--- src/rtl/fetch_unit.sv ---
`default_nettype none
// ============================================================================
//  Module      : fetch_unit
//  Description : Instruction fetch stage. Accepts fetch addresses from the PC
//                register, keeps a single read outstanding on the instruction
//                memory req/ack port and queues {pc, instr, fault} entries for
//                decode over a valid/ready interface. A flush empties the
//                queue and discards any read still in flight.
//                Optional build macro FETCH_ALIGN_CHECK_EN: misaligned fetch
//                addresses issue no memory read and instead queue a fault
//                entry at the accept edge.
//  Revision    : 1.0 - initial release
// ============================================================================
module fetch_unit #(
    parameter int DEPTH = 2
) (
    input  logic        clk,
    input  logic        reset,
    input  logic [31:0] pc_in,
    input  logic        pc_valid,
    output logic        pc_ready,
    output logic        imem_req,
    output logic [31:0] imem_addr,
    input  logic        imem_ack,
    input  logic [31:0] imem_rdata,
    input  logic        flush,
    output logic        instr_valid,
    output logic [31:0] instr,
    output logic [31:0] instr_pc,
    output logic        instr_fault,
    input  logic        instr_ready
);

    localparam int                  c_ptr_w   = (DEPTH > 1) ? $clog2(DEPTH) : 1;
    localparam int                  c_cnt_w   = c_ptr_w + 1;
    localparam logic [c_cnt_w-1:0]  c_depth   = c_cnt_w'(DEPTH);
    localparam logic [c_cnt_w-1:0]  c_cnt_one = c_cnt_w'(1);
    localparam logic [c_ptr_w-1:0]  c_ptr_one = c_ptr_w'(1);

    typedef enum logic [1:0] {
        ST_IDLE  = 2'd0,
        ST_WAIT  = 2'd1,
        ST_DRAIN = 2'd2
    } state_t;

    state_t               state_q, state_d;
    logic                 imem_req_q, imem_req_d;
    logic [31:0]          imem_addr_q, imem_addr_d;
    logic [31:0]          tag_q, tag_d;
    logic [c_ptr_w-1:0]   wr_ptr_q, wr_ptr_d;
    logic [c_ptr_w-1:0]   rd_ptr_q, rd_ptr_d;
    logic [c_cnt_w-1:0]   count_q, count_d;
    logic [31:0]          mem_instr_q [DEPTH];
    logic [31:0]          mem_instr_d [DEPTH];
    logic [31:0]          mem_pc_q    [DEPTH];
    logic [31:0]          mem_pc_d    [DEPTH];
`ifdef FETCH_ALIGN_CHECK_EN
    logic                 mem_fault_q [DEPTH];
    logic                 mem_fault_d [DEPTH];
    logic                 w_misaligned;
`endif

    logic                 w_accept;
    logic                 w_issue;
    logic                 w_ack_push;
    logic                 w_push;
    logic                 w_pop;
    logic [31:0]          w_push_instr;
    logic [31:0]          w_push_pc;

    // Space is reserved at accept time, so a returning read always has a slot.
    assign pc_ready    = (state_q == ST_IDLE) && (count_q < c_depth) && !flush;
    assign imem_req    = imem_req_q;
    assign imem_addr   = imem_addr_q;
    assign instr_valid = (count_q != '0);
    assign instr       = mem_instr_q[rd_ptr_q];
    assign instr_pc    = mem_pc_q[rd_ptr_q];
`ifdef FETCH_ALIGN_CHECK_EN
    assign instr_fault = mem_fault_q[rd_ptr_q];
`else
    assign instr_fault = 1'b0;
`endif

    // Handshake decode and selection of the entry to push this cycle.
    always_comb begin
        w_accept   = pc_valid && pc_ready;
        w_ack_push = (state_q == ST_WAIT) && imem_ack && !flush;
        w_pop      = instr_valid && instr_ready;
`ifdef FETCH_ALIGN_CHECK_EN
        w_misaligned = w_accept && (pc_in[1:0] != 2'b00);
        w_issue      = w_accept && !w_misaligned;
        w_push       = w_ack_push || w_misaligned;
        w_push_pc    = w_ack_push ? tag_q : pc_in;
        w_push_instr = w_ack_push ? imem_rdata : 32'h0000_0000;
`else
        w_issue      = w_accept;
        w_push       = w_ack_push;
        w_push_pc    = tag_q;
        w_push_instr = imem_rdata;
`endif
    end

    // Request FSM: one read in flight; a flush while waiting turns the
    // pending read into a discard until its ack arrives.
    always_comb begin
        state_d     = state_q;
        imem_req_d  = imem_req_q;
        imem_addr_d = imem_addr_q;
        tag_d       = tag_q;
        case (state_q)
            ST_IDLE: begin
                if (w_issue) begin
                    state_d     = ST_WAIT;
                    imem_req_d  = 1'b1;
                    imem_addr_d = pc_in;
                    tag_d       = pc_in;
                end
            end
            ST_WAIT: begin
                if (imem_ack) begin
                    state_d    = ST_IDLE;
                    imem_req_d = 1'b0;
                end else if (flush) begin
                    state_d    = ST_DRAIN;
                end
            end
            ST_DRAIN: begin
                if (imem_ack) begin
                    state_d    = ST_IDLE;
                    imem_req_d = 1'b0;
                end
            end
            default: begin
                state_d    = ST_IDLE;
                imem_req_d = 1'b0;
            end
        endcase
    end

    // Queue pointer/occupancy update; flush empties the queue on its edge.
    always_comb begin
        wr_ptr_d = wr_ptr_q;
        rd_ptr_d = rd_ptr_q;
        count_d  = count_q;
        if (flush) begin
            wr_ptr_d = '0;
            rd_ptr_d = '0;
            count_d  = '0;
        end else begin
            if (w_push) begin
                wr_ptr_d = wr_ptr_q + c_ptr_one;
            end
            if (w_pop) begin
                rd_ptr_d = rd_ptr_q + c_ptr_one;
            end
            case ({w_push, w_pop})
                2'b10:   count_d = count_q + c_cnt_one;
                2'b01:   count_d = count_q - c_cnt_one;
                default: count_d = count_q;
            endcase
        end
    end

    // Queue storage: write the pushed entry at the tail slot.
    always_comb begin
        mem_instr_d = mem_instr_q;
        mem_pc_d    = mem_pc_q;
`ifdef FETCH_ALIGN_CHECK_EN
        mem_fault_d = mem_fault_q;
`endif
        if (w_push) begin
            mem_instr_d[wr_ptr_q] = w_push_instr;
            mem_pc_d[wr_ptr_q]    = w_push_pc;
`ifdef FETCH_ALIGN_CHECK_EN
            mem_fault_d[wr_ptr_q] = w_misaligned;
`endif
        end
    end

    // All state registers; reset abandons any outstanding read.
    always_ff @(posedge clk or posedge reset) begin
        if (reset) begin
            state_q     <= ST_IDLE;
            imem_req_q  <= 1'b0;
            imem_addr_q <= 32'h0000_0000;
            tag_q       <= 32'h0000_0000;
            wr_ptr_q    <= '0;
            rd_ptr_q    <= '0;
            count_q     <= '0;
            for (int i = 0; i < DEPTH; i++) begin
                mem_instr_q[i] <= 32'h0000_0000;
                mem_pc_q[i]    <= 32'h0000_0000;
`ifdef FETCH_ALIGN_CHECK_EN
                mem_fault_q[i] <= 1'b0;
`endif
            end
        end else begin
            state_q     <= state_d;
            imem_req_q  <= imem_req_d;
            imem_addr_q <= imem_addr_d;
            tag_q       <= tag_d;
            wr_ptr_q    <= wr_ptr_d;
            rd_ptr_q    <= rd_ptr_d;
            count_q     <= count_d;
            mem_instr_q <= mem_instr_d;
            mem_pc_q    <= mem_pc_d;
`ifdef FETCH_ALIGN_CHECK_EN
            mem_fault_q <= mem_fault_d;
`endif
        end
    end

endmodule
`default_nettype wire
--- config.mk ---
export PLATFORM = sky130hd
export DESIGN_NAME = fetch_unit
export DESIGN_NICKNAME = d
export VERILOG_FILES = /design/src/rtl/fetch_unit.sv
export SDC_FILE = /design/constraint.sdc
export NUM_CORES = 1
export LEC_CHECK = 0
export ABC_AREA = 0
export CORE_MARGIN = 8
export CORE_UTILIZATION = 46
export CTS_CLUSTER_DIAMETER = 50
export CTS_CLUSTER_SIZE = 8
export DETAILED_ROUTE_END_ITERATION = 10
export DONT_BUFFER_PORTS = 1
export GPL_ROUTABILITY_DRIVEN = 1
export GPL_TIMING_DRIVEN = 1
export PLACE_DENSITY_LB_ADDON = 0.12
export SYNTH_ARGS = -nofsm -noshare
export SYNTH_HDL_FRONTEND = slang
export SYNTH_SLANG_ARGS = --single-unit
--- constraint.sdc ---
create_clock -name clk -period 4.5 [get_ports clk]
set_input_delay 0.225 -clock clk [delete_from_list [all_inputs] [get_ports clk]]
set_output_delay 0.225 -clock clk [all_outputs]
set_load 0.005 [all_outputs]
==> results of run 1 <==
flip-flops by register name, indices dropped and copies added (netlist names):
register,cells
state_q,2
tag_q,32
rd_ptr_q,1
mem_pc_q,64
mem_instr_q,64
imem_req,1
wr_ptr_q,1
count_q,2
power by group:
part | switching (uW) | internal, uW
combinational | 544 | 972
sequential | 447 | 2100
clock | 528 | 910
layout make-up:
type / instances / area [sq um]
Clock inverter: 5 / 128
Multi-Input combinational cell: 261 / 3010
Sequential cell: 167 / 4180
Tap cell: 216 / 270
Clock buffer: 21 / 440
Inverter: 5 / 22.5
Timing Repair Buffer: 72 / 718
Fill cell: 1271 / 7170
layer usage:
layer  GRT usage (%)  vias to the layer above  routed length [um]
met5               0                        -                   0
met4            5.64                        0                 210
met3            5.94                       17                1220
met2            23.9                      115                7230
met1            18.4                     2019                6380
li1                -                     1764                   -
layout by cell type, fill, tap and decap left out, drive strengths merged:
| cell | n |
|---|---|
| and4bb | 1 |
| and2 | 1 |
| xnor2 | 1 |
| inv | 4 |
| o211a | 1 |
| dfrtp | 167 |
| and3b | 1 |
| nor2 | 4 |
| mux2 | 224 |
| a211oi | 1 |
| o21ai | 3 |
| ha | 3 |
| conb | 1 |
| nor2b | 2 |
| xor2 | 1 |
| bufinv | 4 |
| nor3b | 2 |
| mux2i | 1 |
| o221ai | 1 |
| buf | 6 |
| nand2 | 1 |
| a21oi | 3 |
| nand4 | 1 |
| nand3b | 1 |
| or2 | 1 |
| nor3 | 3 |
| clkinvlp | 2 |
| nand3 | 1 |
| clkbuf | 21 |
| dlygate4sd3 | 66 |
| nand2b | 2 |
worst paths after layout:
check                                         endpoint  slack (ns)  cells past startpoint
setup / recovery                          instr_pc[15]        1.87                      2
hold / removal              mem_instr_q[7]$_DFFE_PP0P_       -0.02                      2
setup reg to reg           mem_instr_q[63]$_DFFE_PP0P_        2.16                      6
hold reg to reg               mem_pc_q[26]$_DFFE_PP0P_        0.50                      1
max in group asynchronous         rd_ptr_q$_DFFE_PP0P_        3.89                      2
min in group clk                  rd_ptr_q$_DFFE_PP0P_        0.07                      3
metrics by stage:
| stage | total power [uW] | utilization [%] | cell area [sq um] | std cells |
|---|---|---|---|---|
| after CTS | 5590 | 55.0 | 8770 | 747 |
| after detailed placement | 4060 | 47.3 | 7540 | 655 |
| after global placement | 4000 | 47.3 | 7540 | 655 |
| after floorplan | 3710 | - | 7510 | 461 |
| final | 5500 | 55.0 | 8770 | 747 |
| after global routing | 5830 | 55.0 | 8770 | 747 |
worst max-delay path, delay by kind of cell (launching register included):
family | cells | cell delay [ns]
DFF | 1 | 1.06
muxes | 1 | 0.42
buffers and inverters | 1 | 0.49
cell families after synthesis:
group / Yosys count / share of synthesized area (%)
mux: 225 / 36.7
flops: 167 / 55.6
buf+inv: 33 / 4.28
simple gates: 21 / 1.83
compound gates: 9 / 0.750
fa+ha+maj: 3 / 0.500
xor+xnor: 2 / 0.233
other cells: 1 / 0.0499
==> results.tsv, run 1 <==
metric	value	unit
largest net degree at the start of global routing	168	
die area	0.0207	sq mm
FF-to-FF Start	state_q[1]$_DFFE_PP0P_	
area leader, netlist	dfrtp_1	
Mapped Area	0.00751	sq mm
Worst Slack Setup Final	1.87	ns
layout cells sized above 1	48.4	%
final setup violation count	0	
worst skew pair latency	0.41	ns
GRT Overall Usage	15.1	%
global-route wire length before repair	24100	um
Post-synth EDFFs	0	
CP startpoint kind	flop	
CTS sink cnt	167	
Resized Gates After CTS	0	
status	finished, violations left	
instance count of the mapped netlist	461	
final hold vios	37	
clk root buf	clkbuf_16	
Critical Path, Cell by Cell	buf_4 -> mux2_2	
Pleak	0.00397	uW
PortBufs	0	
Peak Freq	0.381	GHz
max-slew violation count	0	
vias in the first global route	4348	
worst relative slew slack	29.2	%
failing checks	hold timing	
Pre-antenna DRT Iters	4	
CTS Hold Bufs	66	
post-synthesis cell type count	34	
Initial Utilization	47.1	%
Antenna Cells	0	
total core area	0.0159	sq mm
Least-Margin Pin Slew	1.06	ns
I/O Pins	170	
slowest cell on the critical path	dfrtp_2	
kind of critical path	reg -> out	
die width	144	um
drt total wl	15000	um
Max Cap Viol	0	
buffer count from post-CTS setup fixing	0	
Placer Congestion	0.703	
die height	144	um
dpl hpwl	9710	um
peak supply drop	0.000262	V
grt total ovfl	0	
Cell Pwr Density	627	mW/mm^2
Seq/Total Area, Yosys	55.6	%
CP endpoint kind	output pin	
post-layout min period	2.63	ns
pre-CTS WS	2.18	ns
ANT nets after route	0	
H-Tree Level Count	4	
initial drt markers	122	
flops & latches, synth	167	
Site Rows	46	
Clock Path Buffers	2	
Worst Skew	0.00590	ns
synthesis-to-layout area growth	16.8	%
Synth Area per Inst	16.3	sq um
CTS clk-pin slew, worst paths	0.06	ns
via/cell ratio	5.24	
data required time of the critical path	4.28	ns
Ys Warns	0	
top-count cell post-synth	dfrtp_1	
initial antenna violation count	0	
main area contributors after synthesis	dfrtp_1 56%, mux2_2 25%, mux2_4 12%	
Nets	597	
hold slack	-0.0217	ns
final cycle utilization of the critical path	58.4	%
Syn Nets	534	
ys flop type	dfrtp_1	
post-synth top area share	55.6	%
worst hold path class	in -> async	
WP data arrival	2.40	ns
maximum fanout along the worst path	42	
setup_tns	0	ns
# DRC	0	
Critical Path Start	rd_ptr_q$_DFFE_PP0P_	
Max stage delay on crit path	1.06	ns
TritonCTS clock tree	yes	
routed len/inst	20.1	um
TritonCTS Buffers	17	
Via Count	3915	
Post-synth top cells	167 x dfrtp_1, 164 x mux2_2, 60 x mux2_4	
asr flop ratio synth	100	%
unrepaired setup endpoints after global routing	no	
(Power assumes the default switching activity.)
==> inputs of run 2 (changes only) <==
- ABC_AREA: 0 -> 1
- clock period: 4.5 -> 2.6 ns (I/O delays scaled with it)
==> results.tsv, run 2 <==
metric	value	unit	change
Critical Path, Cell by Cell	inv_2 -> buf_4 -> nand2_1 -> nand2_1		
most frequent CP cell	nand2_1		
global-route wire length before repair	29600	um	+23%
unrepaired setup endpoints after global routing	no		
Nets	973		+63%
maximum fanout along the worst path	30		-29%
pre-CTS WS	0.651	ns	-1.53 ns
Hold Path Sink	count_q[0]$_DFFE_PP0P_		
max-slew violation count	0		unchanged
asr flop ratio synth	100	%	unchanged
flops & latches, synth	167		unchanged
Peak Freq	0.508	GHz	
Worst Skew	0.00987	ns	+0.00397 ns
dpl hpwl	11500	um	+18%
Worst Slack Setup Final	0.633	ns	-1.24 ns
mux cell area share after synthesis	0	%	-37 points
Min-Delay Path Depth	3		
FF-to-FF Start	state_q[1]$_DFFE_PP0P_		
fraction of the mapped netlist area in adder cells	0.488	%	-0.011 points
commonest cells after routing, fill and taps aside	376 x nand2_1, 166 x dfrtp_1, 110 x o21ai_2, 72 x inv_1, 68 x dlygate4sd3_1		
slowest cell on the critical path	inv_2		
Placer Congestion	0.747		+6.3%
largest net degree at the start of global routing	168		unchanged
status	completed		
clk root buf	clkbuf_16		
Pre-antenna DRT Iters	4		unchanged
TritonCTS Buffers	17		unchanged
biggest regs	mem_instr_q: 64 flops, mem_pc_q: 64 flops, tag_q: 32 flops		
Ys Warns	0		unchanged
top-count cell post-synth	nand2_1		
Synth Area in Simple Gates	19.7	%	+18 points
CP endpoint kind	output pin		
Compound-Gate Fraction of Synth Area	16.0	%	+15 points
buffer count from post-CTS setup fixing	0		unchanged
area leader, netlist	dfrtp_1		
vias in the first global route	5725		+32%
instance count of the mapped netlist	852		+85%
commonest non-fill, non-tap cell in the layout	nand2_1		
ys flop type	dfrtp_1		
routed len/inst	15.7	um	-22%
CTS sink cnt	167		unchanged
Clock Path Buffers	2		unchanged
worst relative slew slack	37.1	%	+7.9 points
peak supply drop	0.000521	V	+99%
final setup violation count	0		unchanged
hold slack	0.0512	ns	+0.0729 ns
PortBufs	0		unchanged
Post-synth top cells	376 x nand2_1, 167 x dfrtp_1, 110 x o21ai_2		
Initial Utilization	46.7	%	-0.42 points
ANT nets after route	0		unchanged
Hold Startpoint	instr_ready		
Synth Area per Inst	9.02	sq um	-45%
initial drt markers	326		+170%
post-synthesis cell type count	24		-29%
fin area	0.00897	sq mm	+2.3%
Antenna Cells	0		unchanged
layout cells sized above 1	17.6	%	-31 points
Fillers	1497		+18%
Resized Gates After CTS	0		unchanged
Post-synth EDFFs	0		unchanged
Seq/Total Area, Yosys	54.4	%	-1.3 points
reg-to-reg endpoint	mem_instr_q[38]$_DFFE_PP0P_		
die height	145	um	+1.0%
CTS Hold Bufs	68		+3.0%
Mapped Area	0.00769	sq mm	+2.3%
grt total ovfl	0		unchanged
combinational family with the most area after synthesis	simple AND/OR/NAND/NOR gates		
Post-Synth XOR/XNOR Area	0	%	-0.23 points
CP startpoint kind	flop		
# DRC	0		unchanged
Max stage delay on crit path	0.44	ns	-0.62 ns
Max Cap Viol	0		unchanged
GRT Overall Usage	17.3	%	+2.1 points
via/cell ratio	4.92		-6.1%
r2r setup slk	0.66	ns	-1.50 ns
worst r2r path cells	8		+2
data required time of the critical path	2.47	ns	-1.81 ns
main area contributors after synthesis	dfrtp_1 54%, nand2_1 18%, o21ai_2 13%		
worst skew pair latency	0.42	ns	about the same
Syn Nets	925		+73%
H-Tree Level Count	4		unchanged
initial antenna violation count	0		unchanged
CTS clk-pin slew, worst paths	0.06	ns	about the same
Pleak	0.00452	uW	+14%
drt total wl	17800	um	+18%
TritonCTS clock tree	yes		
Cell Pwr Density	1130	mW/mm^2	+81%
final cycle utilization of the critical path	75.7	%	
post-synth top area share	54.4	%	-1.3 points
worst hold path class	in -> reg		
post-layout min period	1.97	ns	
Least-Margin Pin Slew	0.944	ns	-0.118 ns
die width	145	um	+1.0%
synthesis-to-layout area growth	16.7	%	about the same
Site Rows	47		+2.2%
final hold vios	0		-100%
Placed Area	0.00768	sq mm	+1.9%
I/O Pins	170		unchanged
total core area	0.0165	sq mm	+3.3%
WP data arrival	1.84	ns	-0.56 ns
kind of critical path	reg -> out		
setup_tns	0	ns	unchanged
die area	0.0211	sq mm	+2.1%
Via Count	5568		+42%
run 2: cell count changes after synthesis, moves of 4 or more:
cell      previous run  this run
o21ai_2              0       110
nand2_1              1       376
inv_1                5        74
nand3_1              1         5
o21ai_1              0        27
mux2_4              60         0
buf_6                8        30
buf_12               6         0
mux2_2             164         0
clkbuf_1             2         7
o21ai_0              3        25
run 2: cell type report:
cell class	instances	area [sq um]	share of cell area (%)
Tap cell	220	275	3.07
Inverter	77	294	3.28
Clock buffer	23	488	5.44
Multi-Input combinational cell	558	2790	31.1
Timing Repair Buffer	79	826	9.20
Clock inverter	7	119	1.32
Sequential cell	167	4180	46.6
run 2: power breakdown:
part           switching [uW]  internal (uW)  total (uW)  leakage [uW]
clock                     976           1600        2580      0.000291
sequential                714           3800        4510       0.00216
combinational            1970           1110        3070       0.00207
total                    3660           6510       10200       0.00452
run 2: how the worst max path moves through the flow:
stage                            from                        to  slack [ns]  depth (start not counted)
2_1_floorplan                   reset    count_q[0]$_DFFE_PP0P_        0.34                          1
3_3_place_gp   state_q[1]$_DFFE_PP0P_  mem_pc_q[14]$_DFFE_PP0P_        0.68                          8
3_5_place_dp   state_q[1]$_DFFE_PP0P_  mem_pc_q[21]$_DFFE_PP0P_        0.65                          8
4_1_cts          rd_ptr_q$_DFFE_PP0P_              instr_pc[13]        0.58                          4
5_1_grt          rd_ptr_q$_DFFE_PP0P_              instr_pc[13]        0.48                          4
6_report         rd_ptr_q$_DFFE_PP0P_              instr_pc[13]        0.63                          4
run 2: metrics by stage:
stage | power [uW] | instances | utilization, %
global placement | 7440 | 1033 | 46.7
finish | 10200 | 1131 | 54.5
detailed placement | 7600 | 1033 | 46.7
CTS | 10300 | 1131 | 54.5
global route | 11000 | 1131 | 54.5
floorplan | 6840 | 852 | -
run 2: worst max-delay path: cells and delay by family (launching register included):
kind / cells / cell delay, ns
DFF: 1 / 0.40
and+or+nand+nor: 2 / 0.22
buffers and inverters: 2 / 0.81
run 2: routing by layer:
layer  up-vias  share of wire, %  GRT usage [%]
li1       2737                 -              -
met1      2686                44           21.5
met2       132                49           27.7
met3        13               6.5           5.97
met4         0               1.0           5.36
met5         -                 0              0
run 2: cells by family (layout without fill, tap and decap cells):
family | Yosys count | count (layout)
fa+ha+maj | 3 | 3
simple gates | 391 | 391
other cells | 1 | 1
buf+inv | 127 | 186
flops | 167 | 167
compound gates | 163 | 163
==> inputs of run 3 (changes only) <==
- clock period: 2.6 -> 1.6 ns (I/O delays scaled with it)
==> results.tsv, run 3 (synthesis gave the netlist of run 2 again) <==
metric	value	unit	change
PortBufs	0		unchanged
commonest non-fill, non-tap cell in the layout	nand2_1		
layout cells sized above 1	19.2	%	+1.6 points
I/O Pins	170		unchanged
initial antenna violation count	1		+1
grt total ovfl	0		unchanged
H-Tree Level Count	4		unchanged
maximum fanout along the worst path	48		+60%
dpl hpwl	11800	um	+2.2%
slowest cell on the critical path	dfrtp_1		
peak supply drop	0.000933	V	+79%
clk root buf	clkbuf_16		
final setup violation count	0		unchanged
# DRC	0		unchanged
r2r setup slk	0.06	ns	-0.60 ns
Site Rows	47		unchanged
total core area	0.0165	sq mm	unchanged
pre-CTS WS	0.101	ns	-0.550 ns
CTS clk-pin slew, worst paths	0.06	ns	about the same
status	completed		
Max stage delay on crit path	0.40	ns	-0.04 ns
Peak Freq	0.649	GHz	
drt total wl	18700	um	+5.1%
CP bufs+invs	3		+1
crit-path leading delay family	buffers and inverters		
global-route wire length before repair	28900	um	-2.4%
Pleak	0.00465	uW	+2.7%
initial drt markers	337		+3.4%
worst skew pair latency	0.41	ns	about the same
worst hold path class	in -> reg		
vias in the first global route	5391		-5.8%
Nets	982		+0.92%
WP data arrival	1.83	ns	about the same
final cycle utilization of the critical path	96.3	%	
Cell Pwr Density	1800	mW/mm^2	+59%
post-layout min period	1.54	ns	
commonest cells after routing, fill and taps aside	368 x nand2_1, 166 x dfrtp_1, 110 x o21ai_2, 71 x inv_1, 68 x dlygate4sd3_1		
data required time of the critical path	1.89	ns	-0.58 ns
die height	145	um	unchanged
ANT nets after route	0		unchanged
synthesis-to-layout area growth	20.2	%	
TritonCTS Buffers	17		unchanged
Pre-antenna DRT Iters	5		+1
die width	145	um	unchanged
die area	0.0211	sq mm	unchanged
largest net degree at the start of global routing	95		-43%
unrepaired setup endpoints after global routing	yes		
Core Util, Final	56.1	%	+1.6 points
via/cell ratio	4.93		+0.21%
routed len/inst	16.4	um	+4.0%
Critical Path, Cell by Cell	inv_2 -> ha_4 -> nand2_4 -> inv_4 -> nand3_4 -> buf_16 -> nand2_1 -> o21ai_2		
final hold vios	0		unchanged
kind of critical path	reg -> reg		
Placer Congestion	0.731		-2.2%
Worst Skew	0.00803	ns	-0.00185 ns
TritonCTS clock tree	yes		
CP endpoint kind	flop		
Max Cap Viol	0		unchanged
biggest regs	mem_instr_q: 64 flops, mem_pc_q: 64 flops, tag_q: 32 flops		
Initial Utilization	46.7	%	unchanged
GRT Overall Usage	17.0	%	-0.28 points
Via Count	5639		+1.3%
CP startpoint kind	flop		
CTS sink cnt	167		unchanged
Clock Path Buffers	2		unchanged
Tot Pwr	16600	uW	+63%
Worst Slack Setup Final	0.0590	ns	-0.574 ns
max-slew violation count	0		unchanged
worst relative slew slack	65.0	%	+28 points
Least-Margin Pin Slew	0.526	ns	-0.418 ns
==> run 3: changes by cell type in the layout (fill, tap and decap cells not counted), moves of 3 or more <==
cell / before / now
nand2_1: 376 / 368
clkbuf_1: 2 / 6
clkbuf_8: 4 / 0
clkbuf_16: 17 / 21
buf_16: 0 / 3
buf_12: 5 / 8
nand2_4: 0 / 6
==> run 3: metrics by stage <==
stage | setup TNS [ns] | cell area [sq um] | cells | hold slack, ns
floorplan | -101.33 | 7690 | 852 | 0.201
global placement | 0 | 7780 | 1037 | 0.124
detailed placement | 0 | 7780 | 1037 | 0.133
CTS | 0 | 9030 | 1137 | 0.0140
global route | -0.777 | 9240 | 1143 | 0.0776
finish | 0 | 9240 | 1143 | 0.0412
==> run 3: worst min-delay path, cell delays in order <==
cell	delay, ns
nand3_2	0.09
nand2_1	0.10
nand2_1	0.07
nand2_1	0.04
nand2_1	0.05
==> run 3: layout make-up <==
cell class	count	area [sq um]
fill	1447	7220
sequential	167	4180
multi-input combinational	558	2850
timing repair buffer	88	1060
clock buffer	23	448
inverter	77	295
tap	220	275
clock inverter	9	126
antenna	1	2.50
==> run 3: metal layers <==
metal	up-vias	part of all wire [%]	global-route usage, %
met1	2716	44	21.0
met4	0	0.76	5.36
li1	2767	-	-
met2	147	49	27.5
met5	-	0	0
met3	9	6.4	5.66
==> run 3: final timing paths <==
path	end	cells past startpoint	from
worst max-delay path	mem_pc_q[30]$_DFFE_PP0P_	8	state_q[1]$_DFFE_PP0P_
worst min-delay path	imem_req$_DFFE_PP0P_	5	pc_valid
worst max register to register	mem_pc_q[30]$_DFFE_PP0P_	8	state_q[1]$_DFFE_PP0P_
worst min register to register	mem_instr_q[34]$_DFFE_PP0P_	2	mem_instr_q[34]$_DFFE_PP0P_
max in group asynchronous	mem_pc_q[41]$_DFFE_PP0P_	3	reset
min in group asynchronous	mem_instr_q[49]$_DFFE_PP0P_	3	reset
==> run 3: power breakdown <==
group	leakage [uW]	internal [uW]	switching (uW)
Sequential	0.00216	6170	1210
Combinational	0.00220	1960	3240
Clock	0.000279	2450	1570
Total	0.00465	10600	6030
==> run 3: timing repair <==
| item | CTS | global route |
|---|---|---|
| hold buffers | 68 | 0 |
| buffers inserted | 0 | 1 |
| endpoints found under the setup margin | 0 | 73 |
| gates resized for setup | 0 | 21 |
| hold endpoints to repair | 270 | 0 |
